## config.mk

```make
export PLATFORM = sky130hd
export DESIGN_NAME = axum_uart_loader
export DESIGN_NICKNAME = d
export VERILOG_FILES = /design/src/rtl/axum_uart_loader.sv
export SDC_FILE = /design/constraint.sdc
export NUM_CORES = 1
export LEC_CHECK = 0
export ABC_AREA = 1
export CORE_AREA = 2 2 133 135
export CTS_BUF_LIST = sky130_fd_sc_hd__clkbuf_4
export DETAILED_ROUTE_END_ITERATION = 12
export DIE_AREA = 0 0 135 137
export SYNTH_ARGS = -nofsm -noshare
export SYNTH_HDL_FRONTEND = slang
export SYNTH_SLANG_ARGS = --single-unit
```

## constraint.sdc

```tcl
create_clock -name clk_i -period 2.1 [get_ports clk_i]
set_input_delay 0.63 -clock clk_i [delete_from_list [all_inputs] [get_ports clk_i]]
set_output_delay 0.63 -clock clk_i [all_outputs]
set_load 0.01 [all_outputs]
```

## src/rtl/axum_uart_loader.sv

```systemverilog
// Serial program loader: 8N1 UART receiver feeding a word-write command decoder
// that masters a simple req/gnt/rvalid bus and controls the core reset hold.
module axum_uart_loader #(
  parameter int unsigned ClksPerBit  = 434,
  parameter int unsigned TimeoutBits = 40
) (
  input  logic        clk_i,
  input  logic        rst_ni,
  input  logic        rx_i,
  output logic        host_req_o,
  input  logic        host_gnt_i,
  output logic [31:0] host_addr_o,
  output logic        host_we_o,
  output logic [3:0]  host_be_o,
  output logic [31:0] host_wdata_o,
  input  logic        host_rvalid_i,
  input  logic        host_err_i,
  output logic        core_hold_o,
  output logic        busy_o,
  output logic        err_o
);

  localparam int unsigned CntW      = $clog2(ClksPerBit);
  localparam int unsigned TmoCycles = TimeoutBits * ClksPerBit;
  localparam int unsigned TmoW      = $clog2(TmoCycles + 1);
  localparam logic [CntW-1:0] BitLast  = CntW'(ClksPerBit - 1);
  localparam logic [CntW-1:0] HalfLast = CntW'(ClksPerBit / 2 - 1);
  localparam logic [TmoW-1:0] TmoLoad  = TmoW'(TmoCycles);

  localparam logic [2:0] RX_IDLE  = 3'd0;
  localparam logic [2:0] RX_START = 3'd1;
  localparam logic [2:0] RX_DATA  = 3'd2;
  localparam logic [2:0] RX_STOP  = 3'd3;
  localparam logic [2:0] RX_WAIT  = 3'd4;

  localparam logic [2:0] ST_IDLE = 3'd0;
  localparam logic [2:0] ST_ADDR = 3'd1;
  localparam logic [2:0] ST_DATA = 3'd2;
  localparam logic [2:0] ST_REQ  = 3'd3;
  localparam logic [2:0] ST_RSP  = 3'd4;

  logic            rx_meta_q, rx_sync_q;
  logic [2:0]      rx_state_q, rx_state_d;
  logic [CntW-1:0] clk_cnt_q, clk_cnt_d;
  logic [3:0]      bit_cnt_q, bit_cnt_d;
  logic [7:0]      shreg_q, shreg_d;
  logic            dly_pend_q, dly_pend_d;
  logic [CntW-1:0] dly_cnt_q, dly_cnt_d;
  logic            rx_valid_q, rx_valid_d;
  logic            rx_ferr_q, rx_ferr_d;

  logic [2:0]      st_q, st_d;
  logic [1:0]      cnt_q, cnt_d;
  logic [TmoW-1:0] tmo_q, tmo_d;
  logic            req_d, hold_d, err_d;
  logic [31:0]     addr_d, wdata_d;

  // Two-flop synchroniser for the asynchronous RX pin (idles high)
  always_ff @(posedge clk_i or negedge rst_ni) begin
    if (!rst_ni) begin
      rx_meta_q <= 1'b1;
      rx_sync_q <= 1'b1;
    end else begin
      rx_meta_q <= rx_i;
      rx_sync_q <= rx_meta_q;
    end
  end

  // Receiver next state; idle is only re-entered with the line high, so a low level there is a start edge.
  // The byte-valid pulse is delayed half a bit by a side counter so the receiver can catch the next start bit.
  always_comb begin
    rx_state_d = rx_state_q;
    clk_cnt_d  = clk_cnt_q + CntW'(1);
    bit_cnt_d  = bit_cnt_q;
    shreg_d    = shreg_q;
    dly_pend_d = dly_pend_q;
    dly_cnt_d  = dly_cnt_q;
    rx_valid_d = 1'b0;
    rx_ferr_d  = 1'b0;
    if (dly_pend_q) begin
      if (dly_cnt_q == HalfLast) begin
        dly_pend_d = 1'b0;
        rx_valid_d = 1'b1;
      end else begin
        dly_cnt_d = dly_cnt_q + CntW'(1);
      end
    end
    case (rx_state_q)
      RX_IDLE: begin
        clk_cnt_d = '0;
        if (!rx_sync_q) rx_state_d = RX_START;
      end
      RX_START: begin
        if (clk_cnt_q == HalfLast) begin
          clk_cnt_d  = '0;
          bit_cnt_d  = '0;
          rx_state_d = rx_sync_q ? RX_IDLE : RX_DATA;
        end
      end
      RX_DATA: begin
        if (clk_cnt_q == BitLast) begin
          clk_cnt_d = '0;
          shreg_d   = {rx_sync_q, shreg_q[7:1]};
          bit_cnt_d = bit_cnt_q + 4'd1;
          if (bit_cnt_q == 4'd7) rx_state_d = RX_STOP;
        end
      end
      RX_STOP: begin
        if (clk_cnt_q == BitLast) begin
          clk_cnt_d = '0;
          if (rx_sync_q) begin
            rx_state_d = RX_IDLE;
            dly_pend_d = 1'b1;
            dly_cnt_d  = CntW'(1);
          end else begin
            rx_state_d = RX_WAIT;
            rx_ferr_d  = 1'b1;
          end
        end
      end
      RX_WAIT: begin
        clk_cnt_d = '0;
        if (rx_sync_q) rx_state_d = RX_IDLE;
      end
      default: rx_state_d = RX_IDLE;
    endcase
  end

  // Receiver state register
  always_ff @(posedge clk_i or negedge rst_ni) begin
    if (!rst_ni) begin
      rx_state_q <= RX_IDLE;
      clk_cnt_q  <= '0;
      bit_cnt_q  <= '0;
      shreg_q    <= '0;
      dly_pend_q <= 1'b0;
      dly_cnt_q  <= '0;
      rx_valid_q <= 1'b0;
      rx_ferr_q  <= 1'b0;
    end else begin
      rx_state_q <= rx_state_d;
      clk_cnt_q  <= clk_cnt_d;
      bit_cnt_q  <= bit_cnt_d;
      shreg_q    <= shreg_d;
      dly_pend_q <= dly_pend_d;
      dly_cnt_q  <= dly_cnt_d;
      rx_valid_q <= rx_valid_d;
      rx_ferr_q  <= rx_ferr_d;
    end
  end

  // Frame decoder next state: commands, little-endian address/data assembly, inter-byte timeout, bus handshake
  always_comb begin
    st_d    = st_q;
    cnt_d   = cnt_q;
    tmo_d   = tmo_q;
    req_d   = host_req_o;
    addr_d  = host_addr_o;
    wdata_d = host_wdata_o;
    hold_d  = core_hold_o;
    err_d   = err_o;
    if (rx_ferr_q) err_d = 1'b1;
    case (st_q)
      ST_IDLE: begin
        if (rx_valid_q) begin
          case (shreg_q)
            8'hA5: begin
              st_d  = ST_ADDR;
              cnt_d = '0;
              tmo_d = TmoLoad;
            end
            8'h5A: hold_d = 1'b0;
            8'hC3: begin
              hold_d = 1'b1;
              err_d  = 1'b0;
            end
            default: err_d = 1'b1;
          endcase
        end
      end
      ST_ADDR, ST_DATA: begin
        if (rx_valid_q) begin
          cnt_d = cnt_q + 2'd1;
          tmo_d = TmoLoad;
          if (st_q == ST_ADDR) begin
            addr_d[{cnt_q, 3'b000} +: 8] = shreg_q;
            if (cnt_q == 2'd3) st_d = ST_DATA;
          end else begin
            wdata_d[{cnt_q, 3'b000} +: 8] = shreg_q;
            if (cnt_q == 2'd3) begin
              addr_d[1:0] = 2'b00;
              req_d       = 1'b1;
              st_d        = ST_REQ;
            end
          end
        end else if (tmo_q == '0) begin
          st_d  = ST_IDLE;
          err_d = 1'b1;
        end else begin
          tmo_d = tmo_q - TmoW'(1);
        end
      end
      ST_REQ: begin
        if (rx_valid_q) err_d = 1'b1;
        if (host_gnt_i) begin
          req_d = 1'b0;
          st_d  = ST_RSP;
        end
      end
      ST_RSP: begin
        if (rx_valid_q) err_d = 1'b1;
        if (host_rvalid_i) begin
          if (host_err_i) err_d = 1'b1;
          st_d = ST_IDLE;
        end
      end
      default: st_d = ST_IDLE;
    endcase
  end

  // Frame state and registered bus/control outputs
  always_ff @(posedge clk_i or negedge rst_ni) begin
    if (!rst_ni) begin
      st_q         <= ST_IDLE;
      cnt_q        <= '0;
      tmo_q        <= '0;
      host_req_o   <= 1'b0;
      host_addr_o  <= '0;
      host_wdata_o <= '0;
      host_we_o    <= 1'b0;
      host_be_o    <= 4'h0;
      core_hold_o  <= 1'b1;
      busy_o       <= 1'b0;
      err_o        <= 1'b0;
    end else begin
      st_q         <= st_d;
      cnt_q        <= cnt_d;
      tmo_q        <= tmo_d;
      host_req_o   <= req_d;
      host_addr_o  <= addr_d;
      host_wdata_o <= wdata_d;
      host_we_o    <= req_d;
      host_be_o    <= req_d ? 4'hF : 4'h0;
      core_hold_o  <= hold_d;
      busy_o       <= (st_d != ST_IDLE);
      err_o        <= err_d;
    end
  end

endmodule
```

==> metrics.cfg <==
[critical_path]
r2r_cells=7
reg2reg_setup_slack_ns=0.22
cpMaxStageDelayCell=dfrtp_2
r2r_end=host_wdata_o[7]
crit_family=flip-flops
cp-end-kind=output pin
critPathRequiredTime_ns=1.47
crit_buf_inv=2
r2r_start=cnt_q[1]
cp-start-kind=register
arrival_ns=1.38
critical_path_class=reg2out
cp_max_fo=4
crit_chain=buf_4 -> dlygate4sd2_1
critPathMaxStageDelay_ns=0.43

[floorplan]
fp.dieW_um=135
core_area_mm2=0.0171
fp.dieArea_mm2=0.0185
initial_utilization_pct=37.2
io_pins=79
die_y_um=137
std_cell_rows=48

[timing]
period_share_pct=95.5
period_needed_ns=2.01
relSlewSlack_pct=68.3
tightest_slew_ns=0.470
finalSetupViolCount=0
hold_violations=0
clock_skew_ns=0.0203
drv_slew=0
rsz0062_at_grt=no
tns_ns=0
max_freq_mhz=498

[synthesis]
synth_area_leader_cell=dfrtp_1
yosysWarnings=0
synthCells=758
async_reset_ff_share_pct=100
synth-seq-cells=126
synth-edff-count=0
synth_top_area_share_pct=48.5
syn_nets=776
ys.flop_type=dfrtp_1
ys_top_cells_by_area=dfrtp_1 49%, nand2_1 13%, nor2_1 5.3%
syn_area_mm2=0.00634
ys_seq_area_share_pct=49.8
synth.distinct_cells=42
avgSynthCellArea_um2=8.37

[grt]
grt_pass1_vias=5013
grtUsageMet3_pct=3.89
antenna_found_initial=1
busiest_layer=met2
grt-ovfl-total=0
use_met1_pct=23.0
grt_max_degree=41
grt_usage_pct=16.8
grt_pass1_wl_mm=24.5
use_met2_pct=26.9

[route]
wire_per_inst_um=13.6
drt_iter0_drc=290
drc=0
drt_wl_total_mm=14.9
dr_total_vias=5216
drt_pass1_iterations=4
ant_nets=0
vias_per_cell=4.75

[cts]
clkSinkCount=126
cts.htree.levels=4
clock-root-buffer=clkbuf_4
clk_pin_slew_worst_paths_ns=0.11
numCtsBuffers=17
cts_tree=done
clk-insertion-delay-late_ns=0.53
cts_buffer_depth=2

[outcome]
status=complete, no violations

[power_and_ir_drop]
p_leak_nw=4.22
powerDensity_mw_per_mm2=554
vdd.ir_drop.worst_uv=302
p_total_w=0.00426

[placement]
portBuffers=78
dp.cells=1061
globalplace.congestion=0.838
dp.final_hpwl_mm=11.2

[job]
max_cap_viol_count=0

[final_layout]
finalNonFillerCells=1098
syn_to_final_growth_pct=21.1
fin_nets=878
drive_above_1_share_pct=13.5
final_common_cell=nand2_1
mostFrequentLayoutCells=218 x nand2_1, 122 x dfrtp_1, 89 x nor2_1

[min_path]
worstHoldStart=rx_meta_q
hold_depth=0
holdCritPathClass=reg2reg
hold-path-endpoint=rx_sync_q

synth_stat cells, types with 4 or more instances:
master,number
nand2_1,218
inv_2,7
nand2_2,5
nor2_1,89
mux2_2,24
dfrtp_1,123
nand3_1,47
nand4_1,5
buf_4,5
nor3_1,18
o21ai_0,45
o21ai_1,15
inv_1,69
nor2_4,8
a21oi_1,9
clkinv_1,4
ha_1,12
buf_6,7
a31oi_1,4
state kept, by name, indices dropped and copies added, names as in the netlist, 2 cells and up:
| name | count |
|---|---|
| tmo_q | 15 |
| st_q | 3 |
| cnt_q | 2 |
| clk_cnt_q | 9 |
| host_wdata_o | 32 |
| host_addr_o | 32 |
| bit_cnt_q | 4 |
| shreg_q | 8 |
| rx_state_q | 3 |
| dly_cnt_q | 9 |
kinds of logic (layout without fill, tap and decap cells):
family / count (synthesis) / after routing / share of synthesized area [%]
other: 0 / 1 / 0
flip-flops: 126 / 126 / 49.8
multiplexers: 24 / 24 / 4.26
AO/OA/AOI/OAI: 87 / 87 / 7.58
adder cells (fa/ha/maj): 12 / 12 / 2.37
AND/OR/NAND/NOR: 408 / 408 / 28.5
buffers and inverters: 97 / 211 / 6.99
XOR/XNOR: 4 / 4 / 0.553
metal layers:
layer	part of all wire, %	vias up
met4	0.89	0
met5	0	-
met3	4.2	9
met1	48	2450
met2	47	105
li1	-	2652
through the flow:
stage | setup slack [ns] | instance area [um^2] | hold slack [ns] | utilization, %
after CTS | 0.000263 | 7660 | 0.362 | 44.9
after floorplan | 0.134 | 6340 | 0.334 | -
after global routing | 0.00522 | 7680 | 0.359 | 45.0
final | 0.0936 | 7680 | 0.358 | 45.0
after global placement | 0.241 | 7420 | 0.349 | 43.5
after detailed placement | 0.240 | 7420 | 0.349 | 43.5
area by class of cell:
class	count	area (um^2)
Antenna cell	1	2.50
Clock buffer	18	135
Clock inverter	13	149
Fill cell	1717	9380
Inverter	81	309
Multi-Input combinational cell	535	2740
Sequential cell	126	3160
Tap cell	225	282
Timing Repair Buffer	99	903
worst max path at each step:
stage,from,to,cells past startpoint
after global routing,core_hold_o,core_hold_o,1
final,host_be_o[2],host_be_o[0],2
after CTS,host_addr_o[6],host_addr_o[6],1
after floorplan,cnt_q[0],host_addr_o[2],9
after detailed placement,cnt_q[1],host_wdata_o[7],7
after global placement,cnt_q[1],host_addr_o[7],7
timing repair:
item / CTS / global route
gates resized for setup: 69 / 5
pin swaps: 0 / 0
hold endpoints to repair: 12 / 0
hold buffers: 1 / 0
setup buffers: 4 / 0
setup endpoints to repair: 68 / 5
power breakdown:
part / switching [W] / internal [W]
Sequential: 0.00000445 / 0.00243
Combinational: 0.0000637 / 0.0000282
Clock: 0.000912 / 0.000815
Power figures use the tool's default switching activity.
